--- src/rtl/i2s_pkg.sv ---
// Shared types for the I2S transmit path: the stereo sample pair and the serializer state.
package i2s_pkg;

  localparam int SAMPLE_W_DEF = 16;

  typedef struct packed {
    logic signed [SAMPLE_W_DEF-1:0] l;
    logic signed [SAMPLE_W_DEF-1:0] r;
  } stereo_t;

  typedef enum logic {
    IDLE,
    RUN
  } tx_state_t;

endpackage

--- src/rtl/i2s_tx_sample_fifo.sv ---
// Synchronous FIFO of stereo pairs; count registered one cycle after push/pop.
// Head is read combinationally; push when full and pop when empty are ignored (no bypass).
module sample_fifo
  import i2s_pkg::*;
#(
  parameter int DEPTH = 4
) (
  input  logic                     clk,
  input  logic                     reset,
  input  logic                     push,
  input  stereo_t                  push_pair,
  input  logic                     pop,
  output stereo_t                  head,
  output logic                     full,
  output logic                     empty,
  output logic [$clog2(DEPTH):0]   count
);

  localparam int AW = $clog2(DEPTH);
  localparam logic [AW-1:0] PTR_ONE = AW'(1);
  localparam logic [AW:0]   CNT_ONE = (AW+1)'(1);
  localparam logic [AW:0]   CNT_FULL = (AW+1)'(DEPTH);

  stereo_t       mem [DEPTH];
  logic [AW-1:0] wr_ptr;
  logic [AW-1:0] rd_ptr;
  logic          push_ok;
  logic          pop_ok;

  assign full    = (count == CNT_FULL);
  assign empty   = (count == '0);
  assign push_ok = push & ~full;
  assign pop_ok  = pop & ~empty;
  assign head    = mem[rd_ptr];

  always_ff @(posedge clk) begin
    if (push_ok) mem[wr_ptr] <= push_pair;
  end

  // Pointers wrap naturally because DEPTH is a power of two.
  always_ff @(posedge clk) begin
    if (reset) begin
      wr_ptr <= '0;
      rd_ptr <= '0;
      count  <= '0;
    end else begin
      if (push_ok) wr_ptr <= wr_ptr + PTR_ONE;
      if (pop_ok)  rd_ptr <= rd_ptr + PTR_ONE;
      case ({push_ok, pop_ok})
        2'b10:   count <= count + CNT_ONE;
        2'b01:   count <= count - CNT_ONE;
        default: count <= count;
      endcase
    end
  end

endmodule

--- src/rtl/i2s_tx.sv ---
// I2S transmitter slaved to codec SCLK/LRCLK, oversampled in the Clk domain; MSB leaves ~3 Clk after
// the first SCLK fall following an LRCLK change. sample_ready drops only while the pair FIFO is full.
module i2s_tx
  import i2s_pkg::*;
#(
  parameter int SAMPLE_W   = SAMPLE_W_DEF,
  parameter int SLOT_W     = 32,
  parameter int FIFO_DEPTH = 4
) (
  input  logic                          Clk,
  input  logic                          Reset,
  input  logic                          i2s_sclk,
  input  logic                          i2s_lrclk,
  input  logic [SAMPLE_W-1:0]           sample_l,
  input  logic [SAMPLE_W-1:0]           sample_r,
  input  logic                          sample_valid,
  output logic                          sample_ready,
  output logic                          i2s_din,
  output logic [$clog2(FIFO_DEPTH):0]   fifo_count,
  output logic                          underrun
);

  localparam int CW = $clog2(SLOT_W + 1);
  localparam logic [CW-1:0] SAMPLE_C = CW'(SAMPLE_W);
  localparam logic [CW-1:0] SLOT_C   = CW'(SLOT_W);
  localparam logic [CW-1:0] CNT_ONE  = CW'(1);

  logic sclk_s1, sclk_s2, sclk_s3;
  logic lr_s1, lr_s2;
  logic sclk_rise, sclk_fall;

  logic primed, lr_prev, load_pending, ch;
  tx_state_t state, state_next;
  logic do_load, do_shift, pend_clr, pop;

  logic [SAMPLE_W-1:0] shreg, hold_r, load_word;
  logic [CW-1:0]       bit_cnt;

  stereo_t push_pair, head;
  logic    fifo_full, fifo_empty, push;

  assign sclk_rise = sclk_s2 & ~sclk_s3;
  assign sclk_fall = ~sclk_s2 & sclk_s3;

  assign push_pair.l  = sample_l;
  assign push_pair.r  = sample_r;
  assign sample_ready = ~fifo_full;
  assign push         = sample_valid & sample_ready;
  assign pop          = do_load & ~ch;

  sample_fifo #(
    .DEPTH (FIFO_DEPTH)
  ) u_fifo (
    .clk       (Clk),
    .reset     (Reset),
    .push      (push),
    .push_pair (push_pair),
    .pop       (pop),
    .head      (head),
    .full      (fifo_full),
    .empty     (fifo_empty),
    .count     (fifo_count)
  );

  // An empty FIFO at a left boundary sends a silent frame rather than stale data.
  always_comb begin
    load_word = hold_r;
    if (!ch) load_word = fifo_empty ? '0 : head.l;
  end

  always_ff @(posedge Clk) begin
    if (Reset) state <= IDLE;
    else       state <= state_next;
  end

  always_comb begin
    state_next = state;
    do_load    = 1'b0;
    do_shift   = 1'b0;
    pend_clr   = 1'b0;
    case (state)
      IDLE: begin
        if (load_pending) begin
          if (!ch) state_next = RUN;
          else     pend_clr   = 1'b1;
        end
      end
      RUN: begin
        if (sclk_fall) begin
          if (load_pending) begin
            do_load  = 1'b1;
            pend_clr = 1'b1;
          end else begin
            do_shift = 1'b1;
          end
        end
      end
      default: state_next = IDLE;
    endcase
  end

  // Synchronizers and boundary detect; the first rise after reset only primes lr_prev.
  always_ff @(posedge Clk) begin
    if (Reset) begin
      sclk_s1      <= 1'b0;
      sclk_s2      <= 1'b0;
      sclk_s3      <= 1'b0;
      lr_s1        <= 1'b0;
      lr_s2        <= 1'b0;
      primed       <= 1'b0;
      lr_prev      <= 1'b0;
      load_pending <= 1'b0;
      ch           <= 1'b0;
    end else begin
      sclk_s1 <= i2s_sclk;
      sclk_s2 <= sclk_s1;
      sclk_s3 <= sclk_s2;
      lr_s1   <= i2s_lrclk;
      lr_s2   <= lr_s1;
      if (sclk_rise) begin
        lr_prev <= lr_s2;
        primed  <= 1'b1;
      end
      if (pend_clr) load_pending <= 1'b0;
      if (sclk_rise && primed && (lr_s2 != lr_prev)) begin
        load_pending <= 1'b1;
        ch           <= lr_s2;
      end
    end
  end

  always_ff @(posedge Clk) begin
    if (Reset) begin
      shreg    <= '0;
      hold_r   <= '0;
      bit_cnt  <= '0;
      i2s_din  <= 1'b0;
      underrun <= 1'b0;
    end else begin
      if (do_load) begin
        shreg   <= {load_word[SAMPLE_W-2:0], 1'b0};
        i2s_din <= load_word[SAMPLE_W-1];
        bit_cnt <= CNT_ONE;
        if (!ch) hold_r <= fifo_empty ? '0 : head.r;
      end else if (do_shift) begin
        if (bit_cnt < SAMPLE_C) begin
          i2s_din <= shreg[SAMPLE_W-1];
          shreg   <= {shreg[SAMPLE_W-2:0], 1'b0};
        end else begin
          i2s_din <= 1'b0;
        end
        if (bit_cnt != SLOT_C) bit_cnt <= bit_cnt + CNT_ONE;
      end
      if (pop && fifo_empty) underrun <= 1'b1;
    end
  end

endmodule

--- config.mk ---
export PLATFORM = sky130hd
export DESIGN_NAME = i2s_tx
export DESIGN_NICKNAME = d
export VERILOG_FILES = /design/src/rtl/i2s_pkg.sv /design/src/rtl/i2s_tx_sample_fifo.sv /design/src/rtl/i2s_tx.sv
export SDC_FILE = /design/constraint.sdc
export NUM_CORES = 1
export LEC_CHECK = 0
export CAP_MARGIN = 20
export CORE_ASPECT_RATIO = 0.75
export CORE_UTILIZATION = 55
export CTS_BUF_LIST = sky130_fd_sc_hd__clkbuf_8
export DETAILED_ROUTE_END_ITERATION = 12
export GPL_TIMING_DRIVEN = 0
export HOLD_SLACK_MARGIN = 0.03
export PLACE_DENSITY = 0.85
export SLEW_MARGIN = 10
export SYNTH_ARGS = -nofsm -noshare
export SYNTH_HDL_FRONTEND = slang
export SYNTH_SLANG_ARGS = --single-unit
--- constraint.sdc ---
create_clock -name Clk -period 2.3 [get_ports Clk]
set_input_delay 0.345 -clock Clk [delete_from_list [all_inputs] [get_ports Clk]]
set_output_delay 0.345 -clock Clk [all_outputs]
set_load 0.01 [all_outputs]
==> results of run 1 <==
-- synth_stat cells (all sizes together) (2+ instances only) --
library cell | count | area (um2)
edfxtp | 128 | 3840
nand3b | 2 | 15.0
a31oi | 2 | 12.5
a22oi | 16 | 120
nand4 | 3 | 18.8
nor3 | 14 | 80.1
a221oi | 12 | 111
xnor2 | 4 | 35.0
nor2b | 6 | 37.5
xor2 | 6 | 52.6
nor2 | 50 | 188
nor3b | 2 | 15.0
and3 | 5 | 31.3
clkbuf | 7 | 30.0
ha | 7 | 87.6
o21ai | 6 | 33.8
buf | 18 | 141
o221ai | 2 | 17.5
dfxtp | 58 | 1160
nand2 | 11 | 43.8
a21oi | 11 | 55.1
mux4 | 32 | 751
nor4 | 12 | 75.1
inv | 10 | 37.5
-- routing by layer --
metal  track usage  vias to the layer above  routed length [um]
li1              -                     1879                   -
met1         0.297                     2080                6080
met2         0.358                      129                6660
met3        0.0437                       20                 715
met4        0.0909                        0                 248
met5             0                        -                   0
-- where the power goes --
part           switching [mW]  internal, mW  leakage [nW]
registers              0.0332          3.70          1.65
clock network            1.30         0.822         0.200
logic                   0.190         0.162         0.963
total                    1.52          4.68          2.81
-- cells in the final DEF, fill, tap and decap left out, drive strengths merged, types with 2 or more instances in the layout --
cell type      synthesis  layout
edfxtp               128     128
dfxtp                 58      58
nor2                  50      50
clkdlybuf4s50          0      41
mux4                  32      32
buf                   18      31
clkbuf                 7      24
inv                   10      20
a22oi                 16      16
nor3                  14      14
nor4                  12      12
a221oi                12      12
a21oi                 11      11
nand2                 11      11
ha                     7       7
xor2                   6       6
nor2b                  6       6
o21ai                  6       6
and3                   5       5
xnor2                  4       4
clkinv                 0       4
nand4                  3       3
nand3b                 2       2
nor3b                  2       2
o221ai                 2       2
a31oi                  2       2
-- cell type report --
cell class | count | area (um2) | area share
clock inverters | 14 | 158 | 0.0188
clock buffers | 17 | 234 | 0.0279
repair buffers | 54 | 558 | 0.0665
well taps | 166 | 208 | 0.0248
plain buffers | 25 | 180 | 0.0215
multi-input cells | 221 | 2000 | 0.238
inverters | 10 | 40.0 | 0.00477
flip-flops and latches | 186 | 5020 | 0.598
-- worst min-delay path by stage --
| stage | start | to | cells past startpoint |
|---|---|---|---|
| after floorplan | lr_s1 | lr_s2 | 1 |
| after global placement | lr_s1 | lr_s2 | 1 |
| after detailed placement | lr_s1 | lr_s2 | 1 |
| after CTS | Reset | lr_s1 | 2 |
| after global routing | Reset | lr_s1 | 2 |
| final | Reset | lr_s2 | 2 |
-- kinds of logic (layout without fill, tap and decap cells) --
logic type | Yosys count | count (layout) | synth area share
fa+ha+maj | 8 | 8 | 0.0150
mux | 33 | 33 | 0.106
simple gates | 115 | 115 | 0.0847
flops | 186 | 186 | 0.697
xor+xnor | 10 | 10 | 0.0122
buf+inv | 35 | 120 | 0.0291
compound gates | 55 | 55 | 0.0561
-- per-stage QoR --
| step | worst slack [ns] | hold WS, ns |
|---|---|---|
| floorplan | 0.000112 | 0.414 |
| global placement | -0.369 | 0.429 |
| detailed placement | -0.310 | 0.455 |
| CTS | 0.000470 | 0.0521 |
| global route | -0.0112 | 0.0605 |
| finish | 0.0383 | 0.0738 |
-- state kept, by name, indices dropped and copies added, names as in the netlist, 2 cells and up, named ones only --
signal,cells
u_fifo.mem,128
hold_r,16
shreg,15
bit_cnt,6
u_fifo.count,3
u_fifo.rd_ptr,2
u_fifo.wr_ptr,2
-- timing repair --
item                                    in CTS  in global routing
endpoints found under the setup margin       2                  1
pin swaps                                    3                  4
setup buffers                                4                  5
resized for setup                            9                  6
==> flow_summary.yaml, run 1 <==
synthesis:
  syn_area_um2: 7180
  synth_edf_count: 128
  synth-seq-cells: 186
  synth_ff_type: "edfxtp_1"
  yosysUniqueCellTypes: 51
  postSynthAreaPerCell_um2: 16.2
  yosysWarnings: 0
  postSynthNetCount: 487
  synth_cells: 442
  seq_area_frac_synth: 0.697
  async_reset_ff_frac: 0
sta:
  period_needed_ns: 2.26
  worst_slew_pin_slew_ns: 0.731
  max_freq_ghz: 0.442
  setup_viol_count_final: 0
  maxSlewHeadroom: 0.513
  slew_violations: 0
  tns_ns: 0
  final_hold_viol_count: 0
  finClkSkew_ns: 0.0144
  layout_worst_path_cycle_share: 0.983
global_route:
  grt_pass1_vias: 4138
  antenna_found_initial: 0
  grt_max_degree: 26
  grt_pass1_wl_mm: 21.7
  global_route.overflow_total: 0
  grtUsageTotal: 0.221
routing:
  first_pass_iters: 5
  ant_nets: 0
  drt_wl_total_mm: 13.7
  drtIter0Drc: 346
  vias: 4108
  drc_errors: 0
  vias_per_cell: 5.93
  wl_per_cell_um: 19.8
setup_path:
  cp-end-kind: "flop"
  critPathMaxStageDelay_ns: 0.40
  cp.depth: 9
  regToRegSetupSlack_ns: 0.04
  cp-start-kind: "flop"
  path_class: "flop to flop"
  cp_cell_sequence: "or3b_4 > and2_4 > inv_4 > ha_4 > inv_1 > fa_1 > xor2_1 > or3_1 > a21oi_1"
  reg2reg_depth: 9
  cp-startpoint: "u_fifo.count[1]"
  r2r_start: "u_fifo.count[1]"
  crit_end: "u_fifo.count[2]"
  slowest_stage: "or3b_4"
  cp_num_buf_inv: 2
  cpLargestDelayFamily: "simple AND/OR/NAND/NOR gates"
  cp_max_fo: 3
  cp_data_arrival_time_ns: 2.65
  crit_required_ns: 2.69
  r2r-end: "u_fifo.count[2]"
floorplan:
  fp.dieW_um: 134
  coreArea_um2: 12500
  boundaryPins: 43
  die_area_um2: 13500
  chipHeight_um: 101
  start_util: 0.575
  fp-row-count: 35
placement:
  postPlaceCellArea_um2: 7890
  port_buffers: 41
  dp_cells: 653
  place.gp.congestion: 0.938
  dp_hpwl_mm: 9.30
hold_path:
  hold_path_class: "input pin to flop"
clocking:
  cts_sinks: 186
  htree_levels: 4
  root_buffer: "clkbuf_8"
  numCtsBuffers: 17
  holdBufCountCts: 0
  clk_pin_slew_ns: 0.10
  cts_tree: "yes"
  clock_latency_ns: 0.46
  clock_path_buffers: 2
pwr:
  power_density_nw_per_um2: 739
  ir_worst_vdd_v: 0.000411
  p_leak_nw: 2.81
  power.total_mw: 6.20
layout:
  finalNonFillerCells: 693
  areaGrowthSynthToFinish_pct: 16.8
  nNetsFinal: 560
  fillers: 837
  drive_gt1_frac: 0.209
  antenna_cells: 0
  final_util: 0.672
  fin_area_um2: 8390
flow_run:
  maxCapViolCount: 0
status:
  outcome: "complete, no violations"
(Power assumes the default switching activity.)
==> run 2, diff against run 1 <==
CELL_PAD_IN_SITES_DETAIL_PLACEMENT = 1   (was not set)
CELL_PAD_IN_SITES_GLOBAL_PLACEMENT = 1   (was not set)
CORE_ASPECT_RATIO = 2   (was 0.75)
CORE_UTILIZATION = 47   (was 55)
PLACE_DENSITY = 0.84   (was 0.85)
==> flow_summary.yaml, run 2 (same netlist as run 1, synthesis figures left out) <==
layout:
  layout_common_cells: "128 x edfxtp_1, 55 x dfxtp_1, 50 x nor2_1"
  areaGrowthSynthToFinish_pct: 17.8
  antenna_cells: 0
  largest_reg_flops: 128
  drive_gt1_frac: 0.209
  final_common_cell: "edfxtp_1"
  fin_area_um2: 8460
  reg_top3: "u_fifo.mem: 128 flops, hold_r: 16 flops, shreg: 15 flops"
  regMostFlops: "u_fifo.mem"
  nNetsFinal: 559
placement:
  dp_slack_ns: -0.402
  port_buffers: 41
  dp_hpwl_mm: 10.7
  place.gp.congestion: 0.815
  postPlaceCellArea_um2: 7920
floorplan:
  die_area_um2: 15800
  fp.dieW_um: 89.4
  coreArea_um2: 14900
  chipHeight_um: 177
  boundaryPins: 43
  start_util: 0.482
  fp-row-count: 63
sta:
  period_needed_ns: 2.25
  slew_violations: 0
  worst_slew_pin_slew_ns: 0.636
  layout_worst_path_cycle_share: 0.977
  setup_viol_count_final: 0
  maxSlewHeadroom: 0.576
  finClkSkew_ns: 0.0144
  max_freq_ghz: 0.445
  final_hold_viol_count: 0
  final.setup.worst_slack_ns: 0.0536
clocking:
  cts_tree: "yes"
  clock_path_buffers: 2
  htree_levels: 4
  root_buffer: "clkbuf_8"
  clock_latency_ns: 0.46
  numCtsBuffers: 17
  clk_pin_slew_ns: 0.10
  holdBufCountCts: 0
  cts_sinks: 186
setup_path:
  cp_cell_sequence: "or3b_4 > and2_4 > inv_4 > ha_4 > inv_1 > fa_2 > xor2_2 > or3_4 > a21oi_2"
  path_class: "flop to flop"
  cp_max_fo: 5
  critPathMaxStageDelay_ns: 0.39
  cp-start-kind: "flop"
  crit_required_ns: 2.69
  cp_data_arrival_time_ns: 2.64
  slowest_stage: "or3_4"
  cpLargestDelayFamily: "simple AND/OR/NAND/NOR gates"
  cp_num_buf_inv: 2
  cp-end-kind: "flop"
pwr:
  power_density_nw_per_um2: 749
  ir_worst_vdd_v: 0.000743
  p_leak_nw: 2.82
flow_run:
  maxCapViolCount: 0
routing:
  drt_wl_total_mm: 15.6
  wl_per_cell_um: 21.6
  drc_errors: 0
  ant_nets: 0
  vias_per_cell: 5.63
  drtIter0Drc: 163
  first_pass_iters: 4
  vias: 4064
global_route:
  grt_max_degree: 32
  grt_pass1_vias: 4475
  antenna_found_initial: 0
  grt_pass1_wl_mm: 24.4
  global_route.overflow_total: 0
  grtUsageTotal: 0.217
status:
  outcome: "complete, no violations"
hold_path:
  hold_path_class: "input pin to flop"
[run 2: repair_timing]
| action | in CTS | in global routing |
|---|---|---|
| setup buffers | 6 | 2 |
| resized for setup | 10 | 8 |
| setup endpoints to repair | 2 | 1 |
| pin swaps | 2 | 3 |
[run 2: power by group]
part | total, mW | switching [mW] | internal, mW
Combinational | 0.358 | 0.195 | 0.162
Sequential | 3.73 | 0.0361 | 3.70
Clock | 2.25 | 1.17 | 1.08
[run 2: routing by layer]
metal | GRT usage | up-vias | routed length (um)
li1 | - | 1874 | -
met1 | 0.240 | 2073 | 5890
met2 | 0.387 | 80 | 8820
met3 | 0.0415 | 37 | 304
met4 | 0.108 | 0 | 539
met5 | 0 | - | 0
[run 2: final timing paths]
check | startpoint | to | slack, ns | cells after the start
setup reg to reg | u_fifo.count[0] | u_fifo.count[2] | 0.05 | 9
hold reg to reg | lr_s1 | lr_s2 | 0.46 | 1
hold / removal | Reset | lr_s1 | 0.07 | 2
setup / recovery | u_fifo.count[0] | u_fifo.count[2] | 0.05 | 9
[run 2: area by class of cell]
| type | count | area (um2) |
|---|---|---|
| Clock buffer | 17 | 234 |
| Timing Repair Buffer | 53 | 551 |
| Sequential cell | 186 | 5010 |
| Tap cell | 195 | 244 |
| Clock inverter | 15 | 175 |
| Buffer | 25 | 180 |
| Inverter | 10 | 40.0 |
| Multi-Input combinational cell | 221 | 2020 |
| Fill cell | 1337 | 6440 |
[run 2: through the flow]
stage / cells / setup TNS [ns] / hold WS (ns) / utilization / power [mW]
after detailed placement: 682 / -0.548 / 0.432 / 0.532 / 4.16
after global routing: 722 / -0.0266 / 0.0413 / 0.568 / 6.52
after CTS: 720 / 0 / 0.0430 / 0.564 / 6.38
after floorplan: 442 / 0 / 0.414 / - / 3.96
final: 722 / 0 / 0.0706 / 0.568 / 6.34
after global placement: 678 / -41.51 / 0.427 / 0.526 / 4.11
[run 2: worst reg2reg max path: cells and delay by family (launching register included)]
family	cells	cell delay, ns
AND/OR/NAND/NOR	3	0.95
adder cells (fa/ha/maj)	2	0.47
flip-flops	1	0.37
XOR/XNOR	1	0.16
buffers and inverters	2	0.12
AO/OA/AOI/OAI	1	0.11
